## src/rtl/ysyx_22040931_lsu_ctrl.sv

```systemverilog
// Load/store sequencer between the EXU and the data-memory bus.
// Takes one decoded memory request at a time and checks its alignment.
// Runs a single AXI-lite-style read or write and returns the aligned and
// extended load data, or an error code, as a one-cycle response pulse.
// Every output is a register or is decoded from the registered state, so
// no combinational path runs from req_* to mem_*.
module ysyx_22040931_lsu_ctrl #(
  parameter int unsigned TIMEOUT_CYC = 32'd1023,
  parameter int unsigned ADDR_W      = 32'd64
) (
  input  logic              clk,
  input  logic              rst,
  input  logic              req_valid,
  output logic              req_ready,
  input  logic              req_load,
  input  logic [2:0]        memrop,
  input  logic [1:0]        wsize,
  input  logic [ADDR_W-1:0] addr,
  input  logic [63:0]       wdata,
  output logic              rsp_valid,
  output logic [63:0]       rsp_rdata,
  output logic [1:0]        rsp_err,
  output logic              mem_arvalid,
  input  logic              mem_arready,
  output logic [ADDR_W-1:0] mem_araddr,
  input  logic              mem_rvalid,
  output logic              mem_rready,
  input  logic [63:0]       mem_rdata,
  input  logic [1:0]        mem_rresp,
  output logic              mem_awvalid,
  input  logic              mem_awready,
  output logic [ADDR_W-1:0] mem_awaddr,
  output logic              mem_wvalid,
  input  logic              mem_wready,
  output logic [63:0]       mem_wdata,
  output logic [7:0]        mem_wstrb,
  input  logic              mem_bvalid,
  output logic              mem_bready,
  input  logic [1:0]        mem_bresp
);

  typedef enum logic [2:0] {
    ST_IDLE = 3'd0,
    ST_AR   = 3'd1,
    ST_R    = 3'd2,
    ST_AW   = 3'd3,
    ST_B    = 3'd4,
    ST_RESP = 3'd5
  } state_t;

  localparam logic [1:0]  ERR_OK_C    = 2'b00;
  localparam logic [1:0]  ERR_ALIGN_C = 2'b01;
  localparam logic [1:0]  ERR_BUS_C   = 2'b10;
  localparam logic [1:0]  ERR_TMO_C   = 2'b11;
  // A timeout of zero means the bus wait is never aborted.
  localparam bit          TMO_EN_C    = (TIMEOUT_CYC != 32'd0);
  localparam logic [31:0] TMO_LAST_C  = 32'(TIMEOUT_CYC - 32'd1);

  // Byte-strobe pattern for a store of the given size, before the lane shift.
  function automatic logic [7:0] strb_base(input logic [1:0] ws);
    case (ws)
      2'd0:    strb_base = 8'h01;
      2'd1:    strb_base = 8'h03;
      2'd2:    strb_base = 8'h0F;
      2'd3:    strb_base = 8'hFF;
      default: strb_base = 8'h00;
    endcase
  endfunction

  // Sign- or zero-extends the selected lane according to the load kind.
  function automatic logic [63:0] load_extend(input logic [2:0] op, input logic [63:0] lane);
    case (op)
      3'b001:  load_extend = {{56{lane[7]}}, lane[7:0]};
      3'b010:  load_extend = {{48{lane[15]}}, lane[15:0]};
      3'b011:  load_extend = {{32{lane[31]}}, lane[31:0]};
      3'b100:  load_extend = lane;
      3'b101:  load_extend = {56'd0, lane[7:0]};
      3'b110:  load_extend = {48'd0, lane[15:0]};
      3'b111:  load_extend = {32'd0, lane[31:0]};
      default: load_extend = 64'd0;
    endcase
  endfunction

  state_t            state_r;
  logic [2:0]        memrop_r;
  logic [ADDR_W-1:0] addr_r;
  logic [63:0]       wdata_r;
  logic [7:0]        wstrb_r;
  logic              aw_done_r;
  logic              w_done_r;
  logic [31:0]       cnt_r;
  logic [63:0]       rsp_rdata_r;
  logic [1:0]        rsp_err_r;

  logic              bad_req_s;
  logic              timeout_hit_s;
  logic [63:0]       lane_s;
  logic              aw_fin_s;
  logic              w_fin_s;

  // Flags a request that is misaligned for its access size or an illegal load.
  always_comb begin
    bad_req_s = 1'b0;
    if (req_load) begin
      case (memrop)
        3'b000:        bad_req_s = 1'b1;
        3'b010, 3'b110: bad_req_s = addr[0];
        3'b011, 3'b111: bad_req_s = |addr[1:0];
        3'b100:        bad_req_s = |addr[2:0];
        default:       bad_req_s = 1'b0;
      endcase
    end else begin
      case (wsize)
        2'd1:    bad_req_s = addr[0];
        2'd2:    bad_req_s = |addr[1:0];
        2'd3:    bad_req_s = |addr[2:0];
        default: bad_req_s = 1'b0;
      endcase
    end
  end

  // Raised in the last bus-wait cycle that is allowed before the abort.
  always_comb begin
    timeout_hit_s = 1'b0;
    if (TMO_EN_C && (cnt_r == TMO_LAST_C)) begin
      timeout_hit_s = 1'b1;
    end else begin
      timeout_hit_s = 1'b0;
    end
  end

  assign lane_s   = mem_rdata >> {addr_r[2:0], 3'b000};
  // An address or data beat counts as done once it has handshaken, this cycle or earlier.
  assign aw_fin_s = aw_done_r | mem_awready;
  assign w_fin_s  = w_done_r  | mem_wready;

  // Sequencer: accepts, runs the bus phases and captures the response.
  always_ff @(posedge clk or posedge rst) begin
    if (rst) begin
      state_r     <= ST_IDLE;
      memrop_r    <= 3'd0;
      addr_r      <= '0;
      wdata_r     <= 64'd0;
      wstrb_r     <= 8'd0;
      aw_done_r   <= 1'b0;
      w_done_r    <= 1'b0;
      cnt_r       <= 32'd0;
      rsp_rdata_r <= 64'd0;
      rsp_err_r   <= ERR_OK_C;
    end else begin
      case (state_r)
        ST_IDLE: begin
          if (req_valid) begin
            memrop_r    <= memrop;
            addr_r      <= addr;
            wdata_r     <= wdata << {addr[2:0], 3'b000};
            wstrb_r     <= strb_base(wsize) << addr[2:0];
            aw_done_r   <= 1'b0;
            w_done_r    <= 1'b0;
            cnt_r       <= 32'd0;
            rsp_rdata_r <= 64'd0;
            if (bad_req_s) begin
              rsp_err_r <= ERR_ALIGN_C;
              state_r   <= ST_RESP;
            end else begin
              rsp_err_r <= ERR_OK_C;
              state_r   <= req_load ? ST_AR : ST_AW;
            end
          end
        end
        ST_AR: begin
          if (timeout_hit_s) begin
            rsp_err_r <= ERR_TMO_C;
            cnt_r     <= 32'd0;
            state_r   <= ST_RESP;
          end else begin
            cnt_r <= cnt_r + 32'd1;
            if (mem_arready) begin
              state_r <= ST_R;
            end
          end
        end
        ST_R: begin
          if (timeout_hit_s) begin
            rsp_err_r <= ERR_TMO_C;
            cnt_r     <= 32'd0;
            state_r   <= ST_RESP;
          end else begin
            cnt_r <= cnt_r + 32'd1;
            if (mem_rvalid) begin
              if (mem_rresp != 2'b00) begin
                rsp_err_r   <= ERR_BUS_C;
                rsp_rdata_r <= 64'd0;
              end else begin
                rsp_err_r   <= ERR_OK_C;
                rsp_rdata_r <= load_extend(memrop_r, lane_s);
              end
              state_r <= ST_RESP;
            end
          end
        end
        ST_AW: begin
          if (timeout_hit_s) begin
            rsp_err_r <= ERR_TMO_C;
            cnt_r     <= 32'd0;
            state_r   <= ST_RESP;
          end else begin
            cnt_r     <= cnt_r + 32'd1;
            aw_done_r <= aw_fin_s;
            w_done_r  <= w_fin_s;
            if (aw_fin_s && w_fin_s) begin
              state_r <= ST_B;
            end
          end
        end
        ST_B: begin
          if (timeout_hit_s) begin
            rsp_err_r <= ERR_TMO_C;
            cnt_r     <= 32'd0;
            state_r   <= ST_RESP;
          end else begin
            cnt_r <= cnt_r + 32'd1;
            if (mem_bvalid) begin
              rsp_err_r <= (mem_bresp != 2'b00) ? ERR_BUS_C : ERR_OK_C;
              state_r   <= ST_RESP;
            end
          end
        end
        ST_RESP: begin
          cnt_r   <= 32'd0;
          state_r <= ST_IDLE;
        end
        default: begin
          state_r <= ST_IDLE;
        end
      endcase
    end
  end

  assign req_ready   = (state_r == ST_IDLE);
  assign rsp_valid   = (state_r == ST_RESP);
  assign rsp_rdata   = rsp_rdata_r;
  assign rsp_err     = rsp_err_r;
  assign mem_arvalid = (state_r == ST_AR);
  assign mem_araddr  = {addr_r[ADDR_W-1:3], 3'b000};
  assign mem_rready  = (state_r == ST_R);
  assign mem_awvalid = (state_r == ST_AW) && !aw_done_r;
  assign mem_awaddr  = {addr_r[ADDR_W-1:3], 3'b000};
  assign mem_wvalid  = (state_r == ST_AW) && !w_done_r;
  assign mem_wdata   = wdata_r;
  assign mem_wstrb   = wstrb_r;
  assign mem_bready  = (state_r == ST_B);

endmodule
```

## config.mk

```make
export PLATFORM = sky130hd
export DESIGN_NAME = ysyx_22040931_lsu_ctrl
export DESIGN_NICKNAME = d
export VERILOG_FILES = /design/src/rtl/ysyx_22040931_lsu_ctrl.sv
export SDC_FILE = /design/constraint.sdc
export NUM_CORES = 1
export LEC_CHECK = 0
export ABC_CLOCK_PERIOD_IN_PS = 10800
export CAP_MARGIN = 20
export CORE_AREA = 2 2 188 190
export DETAILED_ROUTE_END_ITERATION = 16
export DIE_AREA = 0 0 190 192
export PLACE_DENSITY = 0.74
export SLEW_MARGIN = 10
export SYNTH_ARGS = -nofsm -noshare
export SYNTH_HDL_FRONTEND = slang
export SYNTH_SLANG_ARGS = --single-unit
```

## constraint.sdc

```tcl
create_clock -name clk -period 10.8 [get_ports clk]
set_input_delay 1.62 -clock clk [delete_from_list [all_inputs] [get_ports clk]]
set_output_delay 1.62 -clock clk [all_outputs]
set_load 0.01 [all_outputs]
```

==> key figures <==
Outcome
  • Status: complete, no violations

Global routing
  • Antenna violations before repair: 3
  • Grt peak-use layer: met2
  • Met3 Usage GRT: 5.77%
  • Vias in the first global route: 12.2k
  • First-pass GRT wire length: 73.3 mm
  • Grt ovf: 0
  • Met2 track demand over resource: 43.2%
  • Tot GR Track Use: 25.7%
  • Largest net degree at the start of global routing: 109
  • Met1 demand-to-capacity share in global routing: 33.4%

Detailed routing
  • Vias per cell: 5.56
  • Starting DRC count in detailed routing: 1,204
  • Detail Route Antenna Nets: 0
  • Via count: 12.7k
  • Drt pass-1 iters: 5
  • Final WL: 48.6 mm
  • Residual DRC count: 0
  • Average wire per standard cell: 21.3 um

Timing
  • Worst-margin pin slew: 899 ps
  • Setup_tns: 0 ps
  • Final hold violations: 0
  • Worst slew margin: 40.1%
  • Tcrit/Tclk final: 38.0%
  • Slew Limit Fails: 0
  • F_max: 244 MHz
  • RSZ-0062 raised after global routing: false
  • Minimum clock period after layout: 4110 ps
  • Clock Skews: 12.2 ps
  • Final number of setup-violating endpoints: 0

Clock tree
  • CTS Buffer Depth: 3
  • Worst-path clk slew: 60 ps
  • Post-CTS resize count: 0
  • Root Buffer: clkbuf_16
  • CTS tree: yes
  • Clock Sink Count: 242
  • Cts-stage hold buffer count: 0
  • H-tree depth: 1
  • # Post-CTS Setup Buffers: 0
  • CTS buffer count: 29
  • Clk_lat worst skew: 550 ps

Setup path
  • CP Data Arrival Time: 2490 ps
  • R2R Path Start: state_r[1]
  • Worst Setup SP: state_r[1]
  • R2R depth: 5
  • Critical path class: reg2out
  • CP Launch Type: register
  • Critical Path Fanout Max: 16
  • Required time of the critical path: 9180 ps
  • R2r setup slk: 7780 ps
  • FF-to-FF End: mem_wdata[10]
  • Crit end category: output port

Yosys
  • Syn Inst Count: 1,511
  • Post-synth top flop: dfrtp_1
  • Mapped cell area: 0.0143 mm2
  • Yosys warnings: 0
  • FF+latch count, synth: 242
  • Leading area contributor after synthesis: dfrtp_1
  • Async SR Flop Fraction: 100%
  • Synth top area cells: dfrtp_1, nand2_1, buf_4
  • Sequential element share of the synthesized area: 42.5%
  • Avg Synthesized Cell Area: 9.44 um2
  • Post-synth EDFFs: 0
  • Post-synth top area share: 42.5%
  • Distinct cells, synth: 61

Final layout
  • Area of the multi-input gates: 0.00666 mm2
  • Final nets: 2,010
  • Util after Layout: 56.4%
  • Share of cells above drive strength 1: 7.70%
  • Syn-to-layout area delta: 35.5%
  • Storage cell area: 0.00606 mm2
  • Fillers: 2,965

Floorplanning
  • Die ar.: 0.0365 mm2
  • Std-Cell Core Area: 0.0343 mm2
  • Starting Density: 41.6%
  • Chip Height: 192 um
  • Num ports: 483
  • # rows: 68
  • Chip width: 190 um

Place
  • Gpl congestion: 0.897
  • PortBufs: 476
  • Hpwl dp: 35.1 mm

Hold path
  • Hold path depth: 2
  • Worst Hold End: mem_wdata[38]
  • Worst Hold Class: reg2reg
  • Hold_sp: mem_wdata[38]

Power
  • Lkg Pwr: 0.00825 uW
  • PD cells: 249 mW/mm2
  • Pwr Total: 4810 uW
  • Max rail drop VDD: 0.155 mV

Flow run
  • Maxcap violations: 0
==> flip-flops by register name, indices dropped and copies added, names as in the netlist <==
signal	count
addr_r	64
mem_wdata	64
rsp_rdata	64
cnt_r	32
mem_wstrb	8
memrop_r	3
state_r	3
rsp_err	2
aw_done_r	1
w_done_r	1
==> worst max-delay path by stage <==
stage          cells past startpoint  slack (ps)         to
2_1_floorplan                      1        2540  addr_r[0]
3_3_place_gp                       4        6250   cnt_r[4]
3_5_place_dp                       4        6200   cnt_r[4]
4_1_cts                            2        6660  req_ready
5_1_grt                            4        6460   cnt_r[7]
6_report                           2        6690  req_ready
==> final cells by class <==
cell class	count	area share, %
antenna	2	0.0259
clock buffer	37	4.06
clock inverter	15	1.22
inverter	31	0.641
multi-input combinational	999	34.4
sequential	242	31.3
tap	455	2.94
timing repair buffer	495	25.3
==> cells in the mapped netlist (all sizes together) (3+ instances only) <==
library cell	count
mux2i	94
nor2b	33
nor2	67
clkbuf	67
xnor2	26
dfrtp	242
or3	4
and4	6
nor3b	3
o2bb2ai	24
a21oi	42
or2	5
nor4b	3
a221o	32
a22o	34
o22ai	16
and2	10
xor2	3
inv	31
o221ai	9
or3b	3
o21ai	86
a211oi	41
a2bb2oi	7
mux2	28
o21a	9
nand3	15
nand2b	3
a31oi	11
nand2	287
nand4	8
nor3	19
nor4	16
buf	177
mux4	27
==> cell usage in the layout (no fill, tap or decap), types with 9 or more instances in the layout <==
| cell type | Yosys | final |
|---|---|---|
| o221ai_1 | 9 | 9 |
| dfrtp_1 | 242 | 240 |
| o21a_1 | 9 | 9 |
| nand3_1 | 15 | 15 |
| xnor2_1 | 26 | 26 |
| o2bb2ai_1 | 24 | 24 |
| and2_1 | 10 | 9 |
| nor3_1 | 19 | 19 |
| mux4_2 | 27 | 27 |
| o21ai_0 | 85 | 85 |
| nor2_1 | 67 | 66 |
| a211oi_1 | 40 | 40 |
| a221o_1 | 32 | 32 |
| inv_1 | 31 | 30 |
| nor2b_1 | 33 | 33 |
| mux2_2 | 28 | 28 |
| a21oi_1 | 42 | 42 |
| nand2_1 | 287 | 286 |
| mux2i_1 | 94 | 94 |
| a31oi_1 | 10 | 10 |
| buf_4 | 135 | 20 |
| clkdlybuf4s50_1 | 0 | 473 |
| o22ai_1 | 16 | 16 |
| nor4_1 | 15 | 15 |
| clkbuf_16 | 0 | 29 |
| a22o_1 | 34 | 34 |
==> power breakdown <==
group	internal, uW	switching, uW	total, uW
registers	1180	250	1430
logic	1140	1180	2330
clock network	655	401	1060
==> critical path: stages, from the launching register on <==
cell and delay, ps:
dfrtp_1 540, nor3_1 660, clkdlybuf4s50_1 730
==> metal layers <==
layer	wire length, um	share of wire [%]
met1	19500	40
met2	23800	49
met3	4010	8.3
met4	1270	2.6
met5	27	0.056
==> through the flow <==
stage                     hold WS [ps]  area (um2)  std cells  worst slack, ps
final                              480       19300       2276             6690
after global routing               496       19300       2274             6460
after CTS                          484       19300       2274             6660
after detailed placement           465       18300       2222             6200
after global placement             460       18300       2222             6250
after floorplan                    470       14300       1516             2540
==> cells by family after synthesis <==
kind of cell             after synthesis  share of synthesized area, %
flip-flops                           242                          42.5
adder cells (fa/ha/maj)                2                         0.175
AO/OA/AOI/OAI                        327                          16.2
multiplexers                         149                          13.1
XOR/XNOR                              29                          1.78
buffers and inverters                275                          11.1
other                                  1                        0.0263
AND/OR/NAND/NOR                      486                          15.1
Power figures use the tool's default switching activity.
